`config.mk`:
```
export PLATFORM = sky130hd
export DESIGN_NAME = instr_encoder_flat
export DESIGN_NICKNAME = d
export VERILOG_FILES = /design/src/rtl/instr_encoder_pkg.sv /design/src/rtl/instr_encoder_if.sv /design/src/rtl/instr_encoder_field_pack.sv /design/src/rtl/instr_encoder.sv /design/src/flat_wrapper.sv
export SDC_FILE = /design/constraint.sdc
export NUM_CORES = 1
export LEC_CHECK = 0
export BUFFER_PORTS_ARGS = -buffer_cell sky130_fd_sc_hd__buf_2
export CORE_UTILIZATION = 29
export DETAILED_ROUTE_END_ITERATION = 12
export SYNTH_ARGS = -nofsm -noshare
export SYNTH_HDL_FRONTEND = slang
export SYNTH_SLANG_ARGS = --single-unit
```
`constraint.sdc`:
```
create_clock -name clk -period 3.2 [get_ports clk]
set_input_delay 0.16 -clock clk [delete_from_list [all_inputs] [get_ports clk]]
set_output_delay 0.16 -clock clk [all_outputs]
set_load 0.005 [all_outputs]
```
`src/rtl/instr_encoder_pkg.sv`:
```
// Shared RV32I encoding constants, descriptor op enum and loader FSM states
// for the instruction encoder / imem loader.
package instr_pkg;

   localparam logic [6:0] OP_R      = 7'b0110011;
   localparam logic [6:0] OP_IMM    = 7'b0010011;
   localparam logic [6:0] OP_LOAD   = 7'b0000011;
   localparam logic [6:0] OP_STORE  = 7'b0100011;
   localparam logic [6:0] OP_BRANCH = 7'b1100011;

   localparam logic [2:0] F3_ADD_SUB = 3'b000;
   localparam logic [2:0] F3_SLL     = 3'b001;
   localparam logic [2:0] F3_SLT     = 3'b010;
   localparam logic [2:0] F3_SLTU    = 3'b011;
   localparam logic [2:0] F3_XOR     = 3'b100;
   localparam logic [2:0] F3_SRL_SRA = 3'b101;
   localparam logic [2:0] F3_OR      = 3'b110;
   localparam logic [2:0] F3_AND     = 3'b111;
   localparam logic [2:0] F3_ADDI    = 3'b000;
   localparam logic [2:0] F3_ORI     = 3'b110;
   localparam logic [2:0] F3_LW      = 3'b010;
   localparam logic [2:0] F3_SW      = 3'b010;
   localparam logic [2:0] F3_BEQ     = 3'b000;
   localparam logic [2:0] F3_BNE     = 3'b001;
   localparam logic [2:0] F3_BLT     = 3'b100;
   localparam logic [2:0] F3_BGE     = 3'b101;
   localparam logic [2:0] F3_BLTU    = 3'b110;
   localparam logic [2:0] F3_BGEU    = 3'b111;

   localparam logic [6:0] F7_BASE = 7'b0000000;
   localparam logic [6:0] F7_ALT  = 7'b0100000;

   typedef enum logic [4:0] {
      ADD  = 5'd0,  SUB  = 5'd1,  SLL  = 5'd2,  SLT  = 5'd3,  SLTU = 5'd4,
      XOR  = 5'd5,  SRL  = 5'd6,  SRA  = 5'd7,  OR   = 5'd8,  AND  = 5'd9,
      ADDI = 5'd10, ORI  = 5'd11, LW   = 5'd12, SW   = 5'd13,
      BEQ  = 5'd14, BNE  = 5'd15, BLT  = 5'd16, BGE  = 5'd17, BLTU = 5'd18,
      BGEU = 5'd19
   } op_e;

   typedef enum logic [1:0] {
      S_IDLE = 2'd0,
      S_LOAD = 2'd1,
      S_DONE = 2'd2
   } state_e;

   // True when imm[31:msb] is a pure sign extension.
   function automatic logic imm_fits(input logic [31:0] imm, input int unsigned msb);
      logic [31:0] hi;
      hi = $unsigned($signed(imm) >>> msb);
      return (hi == '0) || (hi == '1);
   endfunction

endpackage

```
`src/rtl/instr_encoder_if.sv`:
```
// Descriptor stream in, imem write port out. The encoder takes the slave
// modport; the loader/testbench side takes master.
interface instr_encoder_if #(
   parameter int ADDR_W = 8
);
   logic              in_valid;
   logic              in_ready;
   logic [4:0]        in_op;
   logic [4:0]        in_rd;
   logic [4:0]        in_rs1;
   logic [4:0]        in_rs2;
   logic [31:0]       in_imm;
   logic              in_last;
   logic              imem_we;
   logic [ADDR_W-1:0] imem_addr;
   logic [31:0]       imem_wdata;

   modport master (
      output in_valid, in_op, in_rd, in_rs1, in_rs2, in_imm, in_last,
      input  in_ready, imem_we, imem_addr, imem_wdata
   );

   modport slave (
      input  in_valid, in_op, in_rd, in_rs1, in_rs2, in_imm, in_last,
      output in_ready, imem_we, imem_addr, imem_wdata
   );
endinterface

```
`src/rtl/instr_encoder_field_pack.sv`:
```
// Combinational descriptor -> RV32I word packer; flags undefined ops and
// immediates that do not fit the instruction format.
module instr_field_pack
   import instr_pkg::*;
(
   input  logic [4:0]  op,
   input  logic [4:0]  rd,
   input  logic [4:0]  rs1,
   input  logic [4:0]  rs2,
   input  logic [31:0] imm,
   output logic [31:0] word,
   output logic        illegal
);

   op_e        opv;
   logic [2:0] r_f3;
   logic [2:0] b_f3;
   logic [6:0] r_f7;
   logic       fits_is;
   logic       fits_b;

   assign opv     = op_e'(op);
   assign fits_is = imm_fits(imm, 11);
   assign fits_b  = imm_fits(imm, 12) && !imm[0];
   assign r_f7    = (opv == SUB || opv == SRA) ? F7_ALT : F7_BASE;

   always_comb begin
      r_f3 = F3_ADD_SUB;
      case (opv)
         SLL:     r_f3 = F3_SLL;
         SLT:     r_f3 = F3_SLT;
         SLTU:    r_f3 = F3_SLTU;
         XOR:     r_f3 = F3_XOR;
         SRL:     r_f3 = F3_SRL_SRA;
         SRA:     r_f3 = F3_SRL_SRA;
         OR:      r_f3 = F3_OR;
         AND:     r_f3 = F3_AND;
         default: r_f3 = F3_ADD_SUB;
      endcase
   end

   always_comb begin
      b_f3 = F3_BEQ;
      case (opv)
         BNE:     b_f3 = F3_BNE;
         BLT:     b_f3 = F3_BLT;
         BGE:     b_f3 = F3_BGE;
         BLTU:    b_f3 = F3_BLTU;
         BGEU:    b_f3 = F3_BGEU;
         default: b_f3 = F3_BEQ;
      endcase
   end

   always_comb begin
      word    = '0;
      illegal = 1'b0;
      case (opv)
         ADD, SUB, SLL, SLT, SLTU, XOR, SRL, SRA, OR, AND:
            word = {r_f7, rs2, rs1, r_f3, rd, OP_R};
         ADDI: begin
            word    = {imm[11:0], rs1, F3_ADDI, rd, OP_IMM};
            illegal = !fits_is;
         end
         ORI: begin
            word    = {imm[11:0], rs1, F3_ORI, rd, OP_IMM};
            illegal = !fits_is;
         end
         LW: begin
            word    = {imm[11:0], rs1, F3_LW, rd, OP_LOAD};
            illegal = !fits_is;
         end
         SW: begin
            word    = {imm[11:5], rs2, rs1, F3_SW, imm[4:0], OP_STORE};
            illegal = !fits_is;
         end
         BEQ, BNE, BLT, BGE, BLTU, BGEU: begin
            word    = {imm[12], imm[10:5], rs2, rs1, b_f3, imm[4:1], imm[11], OP_BRANCH};
            illegal = !fits_b;
         end
         default: illegal = 1'b1;
      endcase
   end

endmodule

```
`src/rtl/instr_encoder.sv`:
```
// Boot/test loader: encodes accepted descriptors and writes them one per
// cycle into imem starting at BASE_ADDR, up to DEPTH words per session.
module instr_encoder
   import instr_pkg::*;
#(
   parameter int ADDR_W    = 8,
   parameter int BASE_ADDR = 0,
   parameter int DEPTH     = 256
) (
   input  logic              clk,
   input  logic              rst,
   input  logic              start,
   instr_encoder_if.slave    bus,
   output logic [ADDR_W:0]   count,
   output logic              full,
   output logic              done,
   output logic              err_illegal
);

   localparam logic [ADDR_W-1:0] BASE_C   = ADDR_W'(BASE_ADDR);
   localparam logic [ADDR_W:0]   DEPTH_C  = (ADDR_W+1)'(DEPTH);
   localparam logic [ADDR_W:0]   DEPTH_M1 = (ADDR_W+1)'(DEPTH - 1);

   state_e            state_q, state_d;
   logic [ADDR_W-1:0] ptr_q;
   logic [ADDR_W:0]   cnt_q;
   logic [ADDR_W:0]   cnt_pend;
   logic              we_q;
   logic [ADDR_W-1:0] addr_q;
   logic [31:0]       wdata_q;
   logic              err_q;
   logic              ready;
   logic              clear;
   logic              accept;
   logic              wr_fire;
   logic [31:0]       word;
   logic              illegal;

   instr_field_pack u_pack (
      .op      (bus.in_op),
      .rd      (bus.in_rd),
      .rs1     (bus.in_rs1),
      .rs2     (bus.in_rs2),
      .imm     (bus.in_imm),
      .word    (word),
      .illegal (illegal)
   );

   // Counting the in-flight write lets ready fall right after the last slot is taken.
   assign cnt_pend = cnt_q + {{ADDR_W{1'b0}}, we_q};
   assign full     = (cnt_pend == DEPTH_C);
   assign accept   = bus.in_valid && ready;
   assign wr_fire  = accept && !illegal;

   always_ff @(posedge clk or posedge rst) begin
      if (rst) state_q <= S_IDLE;
      else     state_q <= state_d;
   end

   always_comb begin
      state_d = state_q;
      ready   = 1'b0;
      done    = 1'b0;
      clear   = 1'b0;
      case (state_q)
         S_IDLE: begin
            if (start) begin
               state_d = S_LOAD;
               clear   = 1'b1;
            end
         end
         S_LOAD: begin
            ready = !full;
            if (bus.in_valid && !full &&
                (bus.in_last || (!illegal && cnt_pend == DEPTH_M1)))
               state_d = S_DONE;
         end
         S_DONE: begin
            done = 1'b1;
            if (start) begin
               state_d = S_LOAD;
               clear   = 1'b1;
            end
         end
         default: state_d = S_IDLE;
      endcase
   end

   always_ff @(posedge clk or posedge rst) begin
      if (rst) begin
         ptr_q   <= BASE_C;
         cnt_q   <= '0;
         we_q    <= 1'b0;
         addr_q  <= '0;
         wdata_q <= '0;
         err_q   <= 1'b0;
      end else begin
         we_q <= wr_fire;
         if (wr_fire) begin
            addr_q  <= ptr_q;
            wdata_q <= word;
            ptr_q   <= ptr_q + 1'b1;
         end
         if (clear) begin
            ptr_q <= BASE_C;
            cnt_q <= '0;
            err_q <= 1'b0;
         end else begin
            cnt_q <= cnt_pend;
            if (accept && illegal) err_q <= 1'b1;
         end
      end
   end

   assign bus.in_ready   = ready;
   assign bus.imem_we    = we_q;
   assign bus.imem_addr  = addr_q;
   assign bus.imem_wdata = wdata_q;
   assign count          = cnt_q;
   assign err_illegal    = err_q;

endmodule

```
`src/flat_wrapper.sv`:
```
// flat-port wrapper written by rule: the top's interface ports become plain ports
module instr_encoder_flat import instr_pkg::*;
#(
   parameter int ADDR_W    = 8,
   parameter int BASE_ADDR = 0,
   parameter int DEPTH     = 256
)
  (clk, rst, start, count, full, done, err_illegal, bus_in_valid, bus_in_op, bus_in_rd, bus_in_rs1, bus_in_rs2, bus_in_imm, bus_in_last, bus_in_ready, bus_imem_we, bus_imem_addr, bus_imem_wdata);
  instr_encoder_if #(.ADDR_W(ADDR_W)) bus_i ();
  input  logic clk;
  input  logic rst;
  input  logic start;
  output logic [ADDR_W:0] count;
  output logic full;
  output logic done;
  output logic err_illegal;
  input wire logic [$bits(bus_i.in_valid)-1:0] bus_in_valid;
  input wire logic [$bits(bus_i.in_op)-1:0] bus_in_op;
  input wire logic [$bits(bus_i.in_rd)-1:0] bus_in_rd;
  input wire logic [$bits(bus_i.in_rs1)-1:0] bus_in_rs1;
  input wire logic [$bits(bus_i.in_rs2)-1:0] bus_in_rs2;
  input wire logic [$bits(bus_i.in_imm)-1:0] bus_in_imm;
  input wire logic [$bits(bus_i.in_last)-1:0] bus_in_last;
  output wire logic [$bits(bus_i.in_ready)-1:0] bus_in_ready;
  output wire logic [$bits(bus_i.imem_we)-1:0] bus_imem_we;
  output wire logic [$bits(bus_i.imem_addr)-1:0] bus_imem_addr;
  output wire logic [$bits(bus_i.imem_wdata)-1:0] bus_imem_wdata;
  assign bus_i.in_valid = bus_in_valid;
  assign bus_i.in_op = bus_in_op;
  assign bus_i.in_rd = bus_in_rd;
  assign bus_i.in_rs1 = bus_in_rs1;
  assign bus_i.in_rs2 = bus_in_rs2;
  assign bus_i.in_imm = bus_in_imm;
  assign bus_i.in_last = bus_in_last;
  assign bus_in_ready = bus_i.in_ready;
  assign bus_imem_we = bus_i.imem_we;
  assign bus_imem_addr = bus_i.imem_addr;
  assign bus_imem_wdata = bus_i.imem_wdata;
  instr_encoder #(.ADDR_W(ADDR_W), .BASE_ADDR(BASE_ADDR), .DEPTH(DEPTH)) u_core (.clk(clk), .rst(rst), .start(start), .bus(bus_i), .count(count), .full(full), .done(done), .err_illegal(err_illegal));
endmodule
```
==> run summary <==
For the worst setup path, the data required time is 3.40 ns. In the final layout, the share of cells above drive strength 1 is a little under two fifths. The number of global-route vias before repair is 2,777. The routing usage on met3 is 3.68%. The final total negative setup slack came out at 0 ns.

The number of antenna violations at the first check in global routing came to 0. The arrival time at the worst endpoint is 2.95 ns. The routed layout has 2,891 vias. The pin count of the biggest net entering global routing is 47.

The post-synthesis average cell area came out at 10.2 sq um. The run finished with clean final reports. The met1 usage came out at 20.3%. The cell count of the worst reg-to-reg path is 9. Clock tree synthesis inserted a total of 9 buffers. The path class of the tightest hold or removal check is input pin to asynchronous set/reset pin.

The fraction of registers with async set/reset came out at between 90% and 100%. For this run, the top clock speed supported by timing is 364 MHz. The first global-routing pass estimated 13.7 mm of wire. The violation count after the first detailed-routing iteration came out at 126. The final antenna-violating net count came out at 0.

The via density per instance came out at 5.04. The tree built by TritonCTS fans out to just under 60 sinks. The sequential cells in the finished layout cover a total of about 1500 sq um. TritonCTS built the clock tree. The wire-length estimate of the detail-placed layout is between 6 and 7 mm. In the synthesized netlist the dominant register cell turns out to be sky130_fd_sc_hd__dfrtp_1. The post-route clock period utilization is between 80% and 90%. By area, the combinational part of the netlist is dominated by simple AND/OR/NAND/NOR gates. The ratio of total power to cell area came out at ~660 nW/um^2.

The later pin in the worst-skew pair is clocked with a latency of 0.33 ns. The number of antenna diodes in the final layout is 0. The H-tree was split into 3 levels. The worst setup path is of the flip-flop to flip-flop kind. The number of buffers inserted by port buffering came out at 108.

The final critical path time including I/O delays and setup came out at 2.75 ns. The cell sitting at the root of the clock tree is a sky130_fd_sc_hd__clkbuf_16. Headroom to the max-slew limit came out at around a third. The number of violations of the max-capacitance limit came out at 0. The area share of fa/ha/maj cells after synthesis came out at between 1 and 1.5%. The count of cells resized by post-cts repair is 0. The post-synthesis instance total came out at 329. The max-slew violation count is 0.

The share of synthesized cell area in and, or, nand and nor gates came out at around 18%. The number of hold buffers added after cts is 0. The iteration count of the initial detailed-routing pass came out at 4. The count of yosys warnings during synthesis is 0.

The clock input transition at the sequential cells of the worst setup and hold paths came out at 0.05 ns. The most critical setup path has its startpoint at u_core.bus.imem_we. The initial utilization of the core area, before any placement, comes to a little under a third.

The multi-input combinational cells in the finished layout cover a total of ~1700 sq um. The sort of element at the end of the critical path is a flip-flop. The highest ir drop seen on vdd is roughly 0.00035 V.

The total cell area at the placement stage came out at slightly below 4000 sq um. The maximum fanout along the worst path came out at 20. The pin slew with the least headroom to its limit came out at 0.971 ns. After clock tree synthesis, the setup repair step added 0 buffers. After detailed routing, the number of remaining DRC violations is 0. The filler cell count came out at 1,095. The met2 layer usage reported by global route came out at about a quarter. The number of flops mapped to enable cells by yosys came out at 0. The type of element launching the critical path is a flip-flop. The die extent in x came out at about 110 um. Setup slack closes at 0.452 ns. The analysis attributes to cell leakage a power of 2.14 nW. Setup violations remaining at the end of the flow were counted as 0. The final non-filler cell area is 4230 sq um. The total power of the final layout came out at 2.79 mW. The number of buffers on the longest clock path came out at 2. The routability congestion estimate from global placement is 0.835. The signed area change from the synthesized netlist to the final layout came out at 26.6%.

The reg-to-reg endpoint is u_core.bus.imem_wdata[8]. Of the synthesized area, sequential elements account for 43.4%. The synthesized-area fraction occupied by ao, oa, aoi and oai cells is between 10% and 20%. Summed over all layers, the routed wires come to 8.59 mm. The number of hold-slack violations in the final timing report came out at 0.

Global routing used ~15% of the available tracks across all layers. The post-layout net count came out at 489. The core utilization of the finished layout came out at 38.4%. The number of top-level pins came out at 111. The total die area came out at 12,000 sq um. The multiplexer fraction of the synthesized cell area is 12.3%. In this run the vertical extent of the chip is 109 um. The worst setup slack after placement is 0.416 ns.

The clock tree skew after final layout came out at slightly below 0.01 ns. Setup repair after global routing left no endpoint under its margin. The placeable core region is 11,000 sq um. After synthesis the cells add up to 3340 sq um. The flip-flop and latch count after synthesis came out at 58.

The synthesized-area fraction occupied by xor and xnor cells is 1.57%. The overall overflow remaining after global route is 0. The internal reg-to-reg setup slack is 0.45 ns. The startpoint identified for the worst register-to-register timing path is u_core.bus.imem_we. The floorplan row count came out at 38.

The per-cell routed wire length came out at approximately 15 um. The synthesized netlist contains 52 unique library cells. The global routing stage identified its most utilized layer as met2.
[per-layer routing]
layer  share of wire [%]  wire length, um
met2                  47             4020
met3                 5.9              509
met4                 1.0               89
met1                  46             3970
met5                   0                0
[flip-flops by register name (all words and copies together), names as in the netlist]
register and count:
u_core.bus.imem_wdata 29, u_core.count 9, u_core.ptr_q 8, u_core.bus.imem_we 1
u_core.err_illegal 1, u_core.state_q 2, u_core.bus.imem_addr 8
[cells in the final DEF, fill, tap and decap left out, drive strengths merged, types with 2 or more instances in the layout]
cell and instances:
clkbuf 14, nor2 19, a22o 8, and2 4, nand3 10, a31oi 6
nor3 5, a21oi 13, o22ai 4, mux2 26, xnor2 3, a21boi 2
a21o 2, and3 7, nand2b 7, nand4 9, nor3b 2, ha 3
buf 113, a22oi 7, nand2 26, o21ai 32, mux2i 5, a41o 3
nor4 8, o21a 2, conb 2, inv 7, nor2b 9, o31ai 3
dfrtp 58, xor2 3
[synthesized netlist by cell type (all sizes together), types with 2 or more instances]
cell type	number	area [sq um]
dfrtp	58	1450
o21ai	32	160
mux2	26	360
nand2	26	100
nor2	19	71.3
buf	17	149
a21oi	13	65.1
nand3	10	50.1
nand4	9	56.3
nor2b	9	56.3
a22o	8	70.1
clkbuf	8	30.0
nor4	8	71.3
a22oi	7	57.6
and3	7	43.8
inv	7	26.3
nand2b	7	43.8
a31oi	6	52.6
mux2i	5	50.1
nor3	5	25.0
and2	4	25.0
o22ai	4	25.0
a41o	3	30.0
ha	3	37.5
o31ai	3	22.5
xnor2	3	26.3
xor2	3	26.3
a21boi	2	15.0
a21o	2	15.0
nor3b	2	25.0
o21a	2	15.0
[worst max-delay path by stage]
stage / end / slack, ns / cells past startpoint
global route: u_core.bus.imem_wdata[16] / 0.23 / 9
floorplan: u_core.bus.imem_addr[0] / 0.74 / 10
finish: u_core.bus.imem_wdata[8] / 0.45 / 9
detailed placement: u_core.bus.imem_wdata[19] / 0.42 / 9
global placement: u_core.bus.imem_wdata[19] / 0.53 / 9
CTS: u_core.bus.imem_wdata[19] / 0.42 / 9
[through the flow]
step / instances / hold WS, ns
global route: 574 / 0.0584
detailed placement: 558 / 0.388
global placement: 558 / 0.382
finish: 574 / 0.0580
CTS: 574 / 0.0511
floorplan: 330 / 0.278
[worst max-delay path, cell delays in order, from the launching register on]
cell and delay [ns]:
sky130_fd_sc_hd__dfrtp_1 0.35, sky130_fd_sc_hd__ha_1 0.21, sky130_fd_sc_hd__ha_1 0.30, sky130_fd_sc_hd__and4_1 0.34, sky130_fd_sc_hd__a22oi_2 0.12, sky130_fd_sc_hd__nor4_4 0.36
sky130_fd_sc_hd__a31oi_4 0.13, sky130_fd_sc_hd__nand2_2 0.25, sky130_fd_sc_hd__buf_12 0.22, sky130_fd_sc_hd__mux2_2 0.34
[layout make-up]
class / count / share of cell area (%)
clock buffers: 14 / 6.24
clock inverters: 2 / 0.828
inverters: 7 / 0.621
multi-input cells: 240 / 39.9
flip-flops and latches: 58 / 34.3
well taps: 140 / 4.14
repair buffers: 113 / 14.0
[logic make-up (layout without fill, tap and decap cells)]
| family | after synthesis | after routing |
|---|---|---|
| xor gates and xnor gates | 6 | 6 |
| buffers and inverters | 32 | 136 |
| muxes | 31 | 31 |
| AOI/OAI and AO/OA | 89 | 89 |
| and+or+nand+nor | 109 | 109 |
| other | 1 | 2 |
| adders and majority gates | 3 | 3 |
| DFF | 58 | 58 |
[power breakdown]
part | switching [mW] | total, mW | internal, mW
clock | 0.318 | 0.961 | 0.643
sequential | 0.122 | 1.06 | 0.938
combinational | 0.367 | 0.772 | 0.405
Note: power is estimated with default switching activity, not from simulation.
